$ cat config.mk
export PLATFORM = sky130hd
export DESIGN_NAME = ps2_host_tx
export DESIGN_NICKNAME = d
export VERILOG_FILES = /design/src/rtl/ps2_host_tx.sv
export SDC_FILE = /design/constraint.sdc
export NUM_CORES = 1
export LEC_CHECK = 0
export ABC_AREA = 1
export BUFFER_PORTS_ARGS = -buffer_cell sky130_fd_sc_hd__buf_2
export CAP_MARGIN = 20
export CORE_ASPECT_RATIO = 0.9
export CORE_UTILIZATION = 39
export DETAILED_ROUTE_END_ITERATION = 8
export HOLD_SLACK_MARGIN = 0.05
export PLACE_DENSITY_LB_ADDON = 0.08
export SETUP_SLACK_MARGIN = 0.02
export SLEW_MARGIN = 5
export SYNTH_ARGS = -nofsm -noshare
export SYNTH_HDL_FRONTEND = slang
export SYNTH_SLANG_ARGS = --single-unit
$ cat constraint.sdc
create_clock -name clk -period 1.8 [get_ports clk]
set_input_delay 0.27 -clock clk [delete_from_list [all_inputs] [get_ports clk]]
set_output_delay 0.27 -clock clk [all_outputs]
set_load 0.05 [all_outputs]
$ cat src/rtl/ps2_host_tx.sv
// ps2_host_tx: PS/2 host-to-device command transmitter (open-drain clock/data drive).
// Latency: INHIBIT_CYCLES of clock inhibit, then 11 device clocks plus line release before done.
// Backpressure: start is honoured only while idle; requests while busy are dropped.
//
// Ports:
//   clk, reset           system clock, asynchronous active-high reset
//   data, start          command byte, one-cycle request pulse (data sampled with start)
//   busy, done, ack_err  transfer in progress, end-of-transfer pulse, error flag valid with done
//   ps2c_in, ps2d_in     raw PS/2 line levels (asynchronous to clk)
//   ps2c_oe, ps2d_oe     1 = pull the line low, 0 = release
//
// Optional feature: define PS2_HOST_TX_TIMEOUT_EN to abort a transfer when the device stops
// clocking for TIMEOUT_CYCLES clocks.
module ps2_host_tx #(
    parameter int INHIBIT_CYCLES = 5000,
    parameter int TIMEOUT_CYCLES = 1000000
) (
    input  logic       clk,
    input  logic       reset,
    input  logic [7:0] data,
    input  logic       start,
    output logic       busy,
    output logic       done,
    output logic       ack_err,
    input  logic       ps2c_in,
    input  logic       ps2d_in,
    output logic       ps2c_oe,
    output logic       ps2d_oe
);

    localparam int IW = (INHIBIT_CYCLES > 1) ? $clog2(INHIBIT_CYCLES) : 1;

    typedef enum logic [2:0] {IDLE, INHIBIT, REQ, SEND, ACK, RELEASE} state_t;

    state_t        state, state_nx;
    logic          c_s1, c_s2, c_prev;
    logic          d_s1, d_s2;
    logic          fall;
    logic [9:0]    frame;     // {stop, parity, data}; bit 0 is the bit on the wire
    logic [3:0]    bit_cnt;   // device falling edges seen so far, stops at 10
    logic [IW-1:0] inh_cnt;
    logic          inh_last;
    logic          err;
    logic          tmo_hit;

    assign fall     = c_prev & ~c_s2;
    assign inh_last = (inh_cnt == IW'(INHIBIT_CYCLES - 1));

`ifdef PS2_HOST_TX_TIMEOUT_EN
    localparam int TW = $clog2(TIMEOUT_CYCLES + 1);
    logic [TW-1:0] tmo_cnt;
    logic          tmo_active;

    assign tmo_active = (state == REQ) || (state == SEND) || (state == ACK);
    assign tmo_hit    = tmo_active && (tmo_cnt == TW'(TIMEOUT_CYCLES));

    // Counts clocks since the last device edge; held at zero outside the clocked phases.
    always_ff @(posedge clk or posedge reset) begin
        if (reset) begin
            tmo_cnt <= '0;
        end else if (tmo_active && !fall && !tmo_hit) begin
            tmo_cnt <= tmo_cnt + 1'b1;
        end else begin
            tmo_cnt <= '0;
        end
    end
`else
    assign tmo_hit = 1'b0;
`endif

    always_ff @(posedge clk or posedge reset) begin
        if (reset) begin
            state <= IDLE;
        end else begin
            state <= state_nx;
        end
    end

    always_ff @(posedge clk or posedge reset) begin
        if (reset) begin
            c_s1    <= 1'b1;
            c_s2    <= 1'b1;
            c_prev  <= 1'b1;
            d_s1    <= 1'b1;
            d_s2    <= 1'b1;
            frame   <= '0;
            bit_cnt <= '0;
            inh_cnt <= '0;
            err     <= 1'b0;
        end else begin
            c_s1   <= ps2c_in;
            c_s2   <= c_s1;
            c_prev <= c_s2;
            d_s1   <= ps2d_in;
            d_s2   <= d_s1;
            case (state)
                IDLE: begin
                    if (start) begin
                        frame   <= {1'b1, ~^data, data};
                        bit_cnt <= '0;
                        inh_cnt <= '0;
                        err     <= 1'b0;
                    end
                end
                INHIBIT: begin
                    if (!inh_last) inh_cnt <= inh_cnt + 1'b1;
                end
                REQ: begin
                    // First edge: bit 0 is already at frame[0], so no shift here.
                    if (fall) bit_cnt <= 4'd1;
                end
                SEND: begin
                    if (fall) begin
                        frame <= {1'b0, frame[9:1]};
                        if (bit_cnt < 4'd10) bit_cnt <= bit_cnt + 1'b1;
                    end
                end
                ACK: begin
                    if (fall) err <= d_s2;
                end
                default: ;
            endcase
        end
    end

    always_comb begin
        state_nx = state;
        done     = 1'b0;
        ack_err  = 1'b0;
        ps2c_oe  = 1'b0;
        ps2d_oe  = 1'b0;
        case (state)
            IDLE: begin
                if (start) state_nx = INHIBIT;
            end
            INHIBIT: begin
                ps2c_oe = 1'b1;
                ps2d_oe = inh_last;     // start bit goes down on the final inhibit clock
                if (inh_last) state_nx = REQ;
            end
            REQ: begin
                ps2d_oe = 1'b1;
                if (fall) state_nx = SEND;
            end
            SEND: begin
                ps2d_oe = ~frame[0];
                // Edge 10 puts the stop bit (released line) out, which ACK also drives.
                if (fall && bit_cnt == 4'd9) state_nx = ACK;
            end
            ACK: begin
                if (fall) state_nx = RELEASE;
            end
            RELEASE: begin
                if (c_s2 && d_s2) begin
                    done     = 1'b1;
                    ack_err  = err;
                    state_nx = IDLE;
                end
            end
            default: state_nx = IDLE;
        endcase
        if (tmo_hit) begin
            ps2c_oe  = 1'b0;
            ps2d_oe  = 1'b0;
            done     = 1'b1;
            ack_err  = 1'b1;
            state_nx = IDLE;
        end
        busy = (state != IDLE) && !done;
    end

endmodule

==> results.md, run 1 <==
- Status: finished, final reports clean
- Netlist cell types: 33
- Layout cell share with drive strength beyond 1: 0.214
- GR Util met3: 0.0375
- Drt initial violations: 65
- WL final: between 4000 and 5000 µm
- FF-to-FF setup slack: approximately 0.2 ns
- Worst r2r path cells: 8
- CTS buffer count: 5
- Post-layout util: 0.489
- DR pass1 iterations: 4
- Mapped Cells: a little over 300
- Final #Nets: 356
- Yosys top cell area share: 0.354
- First-pass GRT wire length: ~7700 µm
- Pin count of the biggest net entering global routing: 37
- Via count: 1914
- Area after DPL: 2400 µm²
- CP Data Required Time: ~1.5 ns
- Max-Cap Viols: 0
- PD cells: about 1300 nW/µm²
- Slew Limit Fails: 0
- Compound-Gate Fraction of Synth Area: 0.0902
- Clk Latency, worst-skew pair: 0.28 ns
- Setup violations, final: 0
- Final hold vios: 0
- Number of antenna diodes: 0
- Post-Place Cells: 392
- Unrepaired setup endpoints after global routing: true
- Max Fclk: ~0.57 GHz
- Mux share of post-synthesis cell area: 0
- CTS Hold Buffers Added: 0
- Largest family of logic cells by synthesized area: simple AND/OR/NAND/NOR gates
- Initial core utilization: 0.412
- Crit path arrival time: approximately 1.5 ns
- H-tree levels: 2
- WHS: 0.0854 ns
- GRT busiest layer: met2
- Worst min path class: in -> async
- Die area: approximately 5900 µm²
- Die height: about 73 µm
- Synth Area in XOR/XNOR: 0.0200
- Clock Skew: roughly 0.0072 ns
- Pleak: ~1.4 nW
- Leading area contributor after synthesis: dfrtp_1
- RePlAce Congestion: roughly 0.78
- Final Non-Filler Cells: roughly 400
- #FFs+latches synth: 36
- Tcrit/Tclk final: 0.973
- Die W: just over 80 µm
- Multi-input logic area: roughly 1100 µm²
- GRT Residual Overflow: 0
- Setup CP Type: reg -> out
- CTS tree: yes
- Longest Clk Path Bufs: 2
- Synthesized area: 2190 µm²
- Met2 GRT Util: 0.276
- Commonest non-fill, non-tap cell in the layout: nand2_1
- Reg clk slew, reported paths: about 0.07 ns
- Crit. End Element: output pin
- Worst r2r src: state[1]
- Crit path launch type: flip-flop
- Area grow syn2layout: 18.6%
- Net count after synthesis: between 300 and 400
- Antenna violations before repair: 0
- Post-route ant nets: 0
- Worst-Margin Slew: between 0.4 and 0.5 ns
- Post-layout power: ~3.3 mW
- Crit path max fanout: 4
- Input/output buffers: 17
- Area occupied by registers: 910 µm²
- Avg Synthesized Cell Area: between 7 and 8 µm²
- Core area: 5320 µm²
- IO Count: 18
- Clock sink count: 36
- Post-synthesis simple-gate area fraction: 0.367
- Fin Setup TNS: 0 ns
- Vias in the first global route: 1745
- Commonest cells after routing, fill and taps aside: nand2_1 (115), inv_1 (38), dfrtp_1 (29), nor2_1 (22), buf_4 (20)
- DR vias/cell: 4.69
- Ys Warns: 0
- Post-synthesis sequential area ratio: 0.414
- Peak VDD IR: 0.537 mV
- HPWL after DPL: between 3000 and 4000 µm
- DP Worst Slack: 0.102 ns
- Tmin final: about 1.8 ns
- Tot GR Track Use: 0.168
- Adder-cell share of the synthesized area: 0.0171
- Design Area, Final: 2600 µm²
- RR Endpoint: bit_cnt[1]
- Core Rows: 25
- Synth area leaders: dfrtp_1 (35%), nand2_1 (20%), inv_1 (6.7%), dfstp_2 (6.0%), nor2_1 (4.3%)
- WL per Instance: roughly 11 µm
- Fillers: around 540
- Slew HR: 0.682
- GR met1 Demand/Resource: 0.223
- Setup WS post-layout: 0.0485 ns
- # DRC: 0
- CTS root buf: clkbuf_8
## state kept, by name, summed over array words and instances, names as in the netlist
register,count
c_prev,1
err,1
c_s1,1
state,3
bit_cnt,4
inh_cnt,13
d_s2,1
frame,10
c_s2,1
d_s1,1
## synthesized netlist by cell type
| master | count |
|---|---|
| nand2_1 | 117 |
| nand2_2 | 3 |
| nor3_1 | 4 |
| nand4_2 | 1 |
| dfrtp_1 | 31 |
| xor2_1 | 5 |
| o211ai_1 | 2 |
| inv_2 | 1 |
| inv_1 | 39 |
| nand3b_1 | 1 |
| nand4_1 | 4 |
| o21ai_2 | 2 |
| o21ai_0 | 14 |
| buf_4 | 1 |
| o21ai_1 | 1 |
| dfstp_2 | 5 |
| a21oi_1 | 5 |
| nor4_1 | 1 |
| nand2_4 | 3 |
| or2_2 | 1 |
| nor2_4 | 1 |
| nor3_2 | 1 |
| nand3_1 | 15 |
| o21bai_1 | 2 |
| ha_1 | 3 |
| buf_6 | 3 |
| nor2_1 | 25 |
| buf_2 | 2 |
| or2_1 | 1 |
| nor2_8 | 1 |
| or2_0 | 1 |
| a31oi_1 | 8 |
| nor2_2 | 2 |
## cells by family after synthesis
group	count (synthesis)
AO/OA/AOI/OAI	34
XOR/XNOR	5
adder cells (fa/ha/maj)	3
buffers and inverters	46
flip-flops	36
AND/OR/NAND/NOR	182
## report_power, final
part | internal (mW) | switching [mW] | leakage (nW) | total [mW]
sequential | 1.02 | 0.163 | 0.443 | 1.19
clock | 0.312 | 0.279 | 0.0455 | 0.591
combinational | 0.527 | 0.990 | 0.877 | 1.52
## cell type report
type,instances,area share
Multi-Input combinational cell,224,0.442
Sequential cell,36,0.350
Timing Repair Buffer,33,0.0828
Inverter,40,0.0578
Clock buffer,8,0.0347
Tap cell,67,0.0323
## routing by layer
metal,vias to the layer above,share of wire
met5,-,0
met3,2,0.030
li1,1030,-
met1,856,0.50
met4,0,0.0037
met2,26,0.47
## timing repair
| action | 4_1_cts | 5_1_grt |
|---|---|---|
| setup endpoints to repair | 5 | 2 |
| buffers inserted | 6 | 2 |
| pin swaps | 3 | 1 |
| resized for setup | 9 | 7 |
## how the worst max path moves through the flow
stage | endpoint | startpoint
after floorplan | ps2d_oe | state[0]
after global placement | ps2d_oe | inh_cnt[0]
after detailed placement | ps2d_oe | inh_cnt[0]
after CTS | ps2d_oe | inh_cnt[0]
after global routing | ps2d_oe | inh_cnt[0]
final | ps2d_oe | inh_cnt[0]
## critical path, stage by stage, from the launching register on
cell	delay (ns)
dfrtp_1	0.36
ha_2	0.21
nand2_4	0.07
nor2_4	0.09
nand4_2	0.11
o211ai_1	0.12
buf_4	0.24
No activity file was read; power rests on OpenSTA's default activity.
==> inputs of run 2 (changes only) <==
BUFFER_PORTS_ARGS = -buffer_cell sky130_fd_sc_hd__buf_4   (was -buffer_cell sky130_fd_sc_hd__buf_2)
REMOVE_ABC_BUFFERS = 1   (was unset)
==> run 2 against run 1 <==
First-iteration DRC count is 100% higher. Final area is essentially flat. Clock power is 3% lower. Power increased by 0.14%. Setup slack improved by 0.0016 ns. Via count rose by 0.42%. Combinational power about the same. Utilization barely moved. Highest routed layer unchanged.
==> results.md, run 2 (same netlist as run 1, synthesis figures left out) <==
- Die height: between 70 and 80 µm
- HPWL after DPL: approximately 3200 µm
- Crit path arrival time: about 1.5 ns
- CTS buffer count: 5
- Post-route ant nets: 0
- Sequential Power Share: 0.359
- Final hold vios: 0
- Antenna violations before repair: 0
- Fin Setup TNS: 0 ns
- GRT Residual Overflow: 0
- Commonest cells after routing, fill and taps aside: nand2_1 (116), inv_1 (38), buf_4 (34), dfrtp_1 (28), nor2_1 (23)
- RePlAce Congestion: roughly 0.74
- Vias in the first global route: between 1500 and 2000
- Post-layout power: between 3 and 4 mW
- Setup violations, final: 0
- Final #Nets: 357
- Worst r2r src: inh_cnt[1]
- Final Non-Filler Cells: 409
- Clk Latency, worst-skew pair: 0.30 ns
- Drt initial violations: around 130
- Input/output buffers: 17
- Via count: 1922
- RR Endpoint: inh_cnt[10]
- Combinational Power Share: 0.466
- CTS tree: yes
- PD cells: approximately 1300 nW/µm²
- Number of antenna diodes: 0
- Tcrit/Tclk final: 0.972
- Core area: 5320 µm²
- Tmin final: 1.75 ns
- Reg clk slew, reported paths: 0.08 ns
- Pleak: 1.37 nW
- CTS Hold Buffers Added: 0
- Die W: between 80 and 90 µm
- Tot GR Track Use: 0.171
- Clock Skew: 0.0119 ns
- CTS root buf: clkbuf_8
- H-tree levels: 2
- Slew Limit Fails: 0
- First-pass GRT wire length: slightly below 8000 µm
- Max-Cap Viols: 0
- Max Fclk: ~0.57 GHz
- DR vias/cell: between 4 and 5
- # DRC: 0
- Pin count of the biggest net entering global routing: 37
- Biggest regs: inh_cnt x13, frame x10, bit_cnt x4
- Sw Share: 0.432
- Net switching power: 1.43 mW
- Post-Place Cells: 388
- Crit path launch type: flip-flop
- CP Data Required Time: ~1.5 ns
- Top reg by flops: inh_cnt
- Worst r2r path cells: 8
- Crit. End Element: output pin
- Critical path origin: inh_cnt[1]
- Commonest non-fill, non-tap cell in the layout: nand2_1
- Worst-Margin Slew: 0.454 ns
- DR pass1 iterations: 4
- Number of flip-flops in the largest register: 13
- Core Rows: 25
- Crit path max fanout: 4
- Worst min path class: in -> reg
- Worst Setup EP: ps2d_oe
- Layout cell share with drive strength beyond 1: 0.211
- Clock sink count: 36
- Slew HR: 0.697
- Internal power: 1.87 mW
- Peak VDD IR: about 0.54 mV
- IO Count: 18
- Clock Power Share: 0.174
- Longest Clk Path Bufs: 2
- Status: finished, final reports clean
- Area grow syn2layout: 18.4%
- WL per Instance: ~11 µm
- Die area: about 5900 µm²
- Setup CP Type: reg -> out
- WL final: approximately 4400 µm
- FF-to-FF setup slack: 0.24 ns
- Initial core utilization: 0.412
- Unrepaired setup endpoints after global routing: true
## run 2: worst min path at each step
stage | depth (start not counted) | slack, ns | startpoint | to
2_1_floorplan | 0 | 0.27 | ps2c_in | c_s1
3_5_place_dp | 0 | 0.35 | c_s1 | c_s2
3_3_place_gp | 0 | 0.35 | c_s1 | c_s2
4_1_cts | 1 | 0.07 | ps2d_in | d_s1
6_report | 1 | 0.07 | ps2d_in | d_s1
5_1_grt | 1 | 0.07 | ps2c_in | c_s1
## run 2: cell type report
class                           count  area (µm²)
Clock buffer                        5        68.8
Clock inverter                      3        18.8
Fill cell                         539        2720
Inverter                           40         150
Multi-Input combinational cell    224        1110
Sequential cell                    36         911
Tap cell                           67        83.8
Timing Repair Buffer               34         255
## run 2: per-layer routing
layer  wire length (µm)  up-vias  global-route usage  share of wire
met3                139        8              0.0350          0.032
li1                   -     1026                   -              -
met4                 68        0              0.0536          0.016
met2               1990       28               0.285           0.46
met1               2180      860               0.222           0.50
met5                  0        -                   0              0
## run 2: metrics by stage
| stage | utilization | hold slack (ns) | area (µm²) | worst slack [ns] |
|---|---|---|---|---|
| after floorplan | - | 0.274 | 2140 | -0.887 |
| after CTS | 0.479 | 0.0669 | 2550 | 0.0264 |
| after global placement | 0.448 | 0.347 | 2380 | 0.182 |
| after global routing | 0.488 | 0.0658 | 2600 | -0.0266 |
| after detailed placement | 0.448 | 0.348 | 2380 | 0.197 |
| final | 0.488 | 0.0735 | 2600 | 0.0501 |
## run 2: worst max-delay path, stage by stage, from the launching register on
cell and delay, ns:
dfrtp_1 0.36, ha_2 0.20, nand2_4 0.07, nor2_4 0.12, nand4_2 0.11, o211ai_1 0.10
buf_4 0.23
## run 2: power by group through the flow
stage	Clock [mW]	Combinational [mW]	Sequential (mW)
after detailed placement	0	1.34	1.23
final	0.575	1.54	1.18
after floorplan	0	1.02	1.18
after global placement	0	1.33	1.22
after CTS	0.601	1.49	1.18
after global routing	0.628	1.73	1.21
## run 2: timing repair
action	in CTS	in global routing
cloned	0	0
setup endpoints to repair	4	4
endpoints found under the hold margin	0	0
pin swaps	3	2
gates resized for setup	5	6
setup buffers	9	4
==> inputs of run 3 (changes only) <==
CELL_PAD_IN_SITES_DETAIL_PLACEMENT = 1   (was unset)
CELL_PAD_IN_SITES_GLOBAL_PLACEMENT = 2   (was unset)
CORE_UTILIZATION = 34   (was 39)
==> run 3 against run 2 <==
The flow now finishes with violations (negative setup slack). Via count increased by 4.2%. Final cell count increased by 5.6%. Power increased by 1.2%. Fmax decreased by 4.0%. Routed wire length increased by 23%. Worst hold slack improved by 0.014 ns. Critical endpoint unchanged. Largest cell class unchanged. Final area increased by 2.3%. Critical path depth unchanged. Global-route usage increased by 0.094 points. Clock skew decreased by 0.0075 ns. Sequential cell count unchanged. Highest routed layer unchanged. Utilization decreased by 5.9 points.
==> results.md, run 3 (same netlist as run 1, synthesis figures left out) <==
- Status: complete, but fails checks
- Failing checks: negative setup slack
- Tot GR Track Use: 0.172
- Tmin final: ~1.8 ns
- WL per Instance: ~12 µm
- Final #Nets: 361
- Crit path max fanout: 4
- Setup WS post-layout: -0.0235 ns
- CTS tree: yes
- Max Fclk: between 0.5 and 0.6 GHz
- Crit path largest cell delay: 0.38 ns
- Layout cell share with drive strength beyond 1: 0.223
- # DRC: 0
- Crit. End Element: output pin
- Number of antenna diodes: 0
- Tcrit/Tclk final: 1.01
- Max-Cap Viols: 0
- Internal power: ~1.9 mW
- Die height: 78.2 µm
- Sw Share: 0.438
- Number of flip-flops in the largest register: 13
- Vias in the first global route: roughly 2000
- DR pass1 iterations: 4
- DP Worst Slack: around 0.17 ns
- Top Metal Used: met4
- Setup CP Type: reg -> out
- RR Endpoint: inh_cnt[10]
- First-pass GRT wire length: around 9200 µm
- Slowest cell on crit path: dfrtp_1
- Via count: ~2000
- Top reg by flops: inh_cnt
- Final hold vios: 0
- Slew Limit Fails: 0
- Worst r2r src: inh_cnt[1]
- Commonest non-fill, non-tap cell in the layout: nand2_1
- Longest Clk Path Bufs: 2
- PD cells: about 1300 nW/µm²
- HPWL after DPL: ~3800 µm
- Crit-path cells: ha_1, nand2_2, nor2_4, nand4_4, o211ai_1, buf_4
- Post-layout util: 0.430
- DR vias/cell: ~4.6
- Crit path arrival time: roughly 1.6 ns
- GRT Residual Overflow: 0
- WHS: 0.0880 ns
- Post-layout power: 3.34 mW
- Antenna violations before repair: 0
- Crit path max-delay family: flip-flops
- Setup violations, final: 1
- Clk Latency, worst-skew pair: between 0.2 and 0.3 ns
- Core Rows: 27
- Worst r2r path cells: 8
- Area after DPL: about 2400 µm²
- CP Data Required Time: approximately 1.5 ns
- Multi-input logic area: ~1100 µm²
- Clock Skew: 0.00437 ns
- Design Area, Final: 2660 µm²
- Peak VDD IR: a little under 0.4 mV
- Post-Route M1 WL: approximately 2800 µm
- Reg clk slew, reported paths: 0.07 ns
- H-tree levels: 2
- Input/output buffers: 17
- RePlAce Congestion: about 0.76
- Buf/Inv on CP: 1
- Sequential Power Share: 0.361
- Biggest regs: inh_cnt x13, frame x10, bit_cnt x4
- Crit path launch type: flip-flop
- Worst-Margin Slew: 0.483 ns
- Die W: between 80 and 90 µm
- Commonest cells after routing, fill and taps aside: nand2_1 (116), inv_1 (39), buf_4 (37), dfrtp_1 (26), nor2_1 (22)
- Hold path start: ps2c_in
- Initial core utilization: 0.355
- CTS root buf: clkbuf_8
- Area grow syn2layout: 21.2%
- Combinational Power Share: 0.474
- Post-route ant nets: 0
- Area occupied by registers: roughly 910 µm²
- Clock Power Share: 0.165
- Core area: just over 6000 µm²
- Hold path endpoint: c_s1
- Pin count of the biggest net entering global routing: 37
- Pleak: around 1.4 nW
- Fillers: approximately 810
- CTS Hold Buffers Added: 0
- WL final: ~5400 µm
- Hold Crit Depth: 1
- Met3 WL: around 160 µm
- IO Count: 18
- Clock sink count: 36
- Net switching power: between 1 and 1.5 mW
- Die area: 6770 µm²
- Unrepaired setup endpoints after global routing: true
- Worst min path class: in -> reg
- FF-to-FF setup slack: ~0.16 ns
- Drt initial violations: 47
- Slew HR: 0.678
- CTS buffer count: 5
- DR WL met2: about 2400 µm
-- run 3: timing repair --
item | CTS | global route
setup endpoints to repair | 4 | 6
setup buffers | 3 | 11
pin swaps | 1 | 7
resized for setup | 4 | 10
gates cloned | 0 | 0
-- run 3: power groups by stage --
stage,combinational (mW),clock [mW],sequential (mW)
global route,1.79,0.604,1.23
CTS,1.49,0.576,1.21
finish,1.58,0.551,1.20
global placement,1.41,0,1.22
detailed placement,1.42,0,1.23
floorplan,1.02,0,1.18
-- run 3: worst max path at each step --
stage                     from      end  slack, ns  cells after the start
floorplan             state[2]     busy      -0.89                      3
global placement      state[1]  ps2d_oe       0.18                      6
detailed placement  inh_cnt[0]  ps2d_oe       0.17                      6
CTS                 inh_cnt[1]  ps2d_oe      -0.07                      6
global route        inh_cnt[1]  ps2d_oe      -0.13                      6
finish              inh_cnt[1]  ps2d_oe      -0.02                      6
-- run 3: per-layer routing --
layer / track usage / vias to the layer above
met5: 0 / -
met4: 0.0450 / 0
met1: 0.240 / 927
met3: 0.0315 / 5
li1: - / 1037
met2: 0.273 / 34
-- run 3: through the flow --
stage / std cells / TNS (ns)
detailed placement: 411 / 0
global route: 432 / -0.216
CTS: 421 / -0.0652
floorplan: 300 / -2.22
global placement: 411 / 0
finish: 432 / -0.0235
-- run 3: area by class of cell --
type | count | area share
inverters | 40 | 0.0565
clock buffers | 6 | 0.0273
multi-input cells | 224 | 0.423
clock inverters | 1 | 0.00188
flip-flops and latches | 36 | 0.344
well taps | 87 | 0.0410
repair buffers | 38 | 0.106
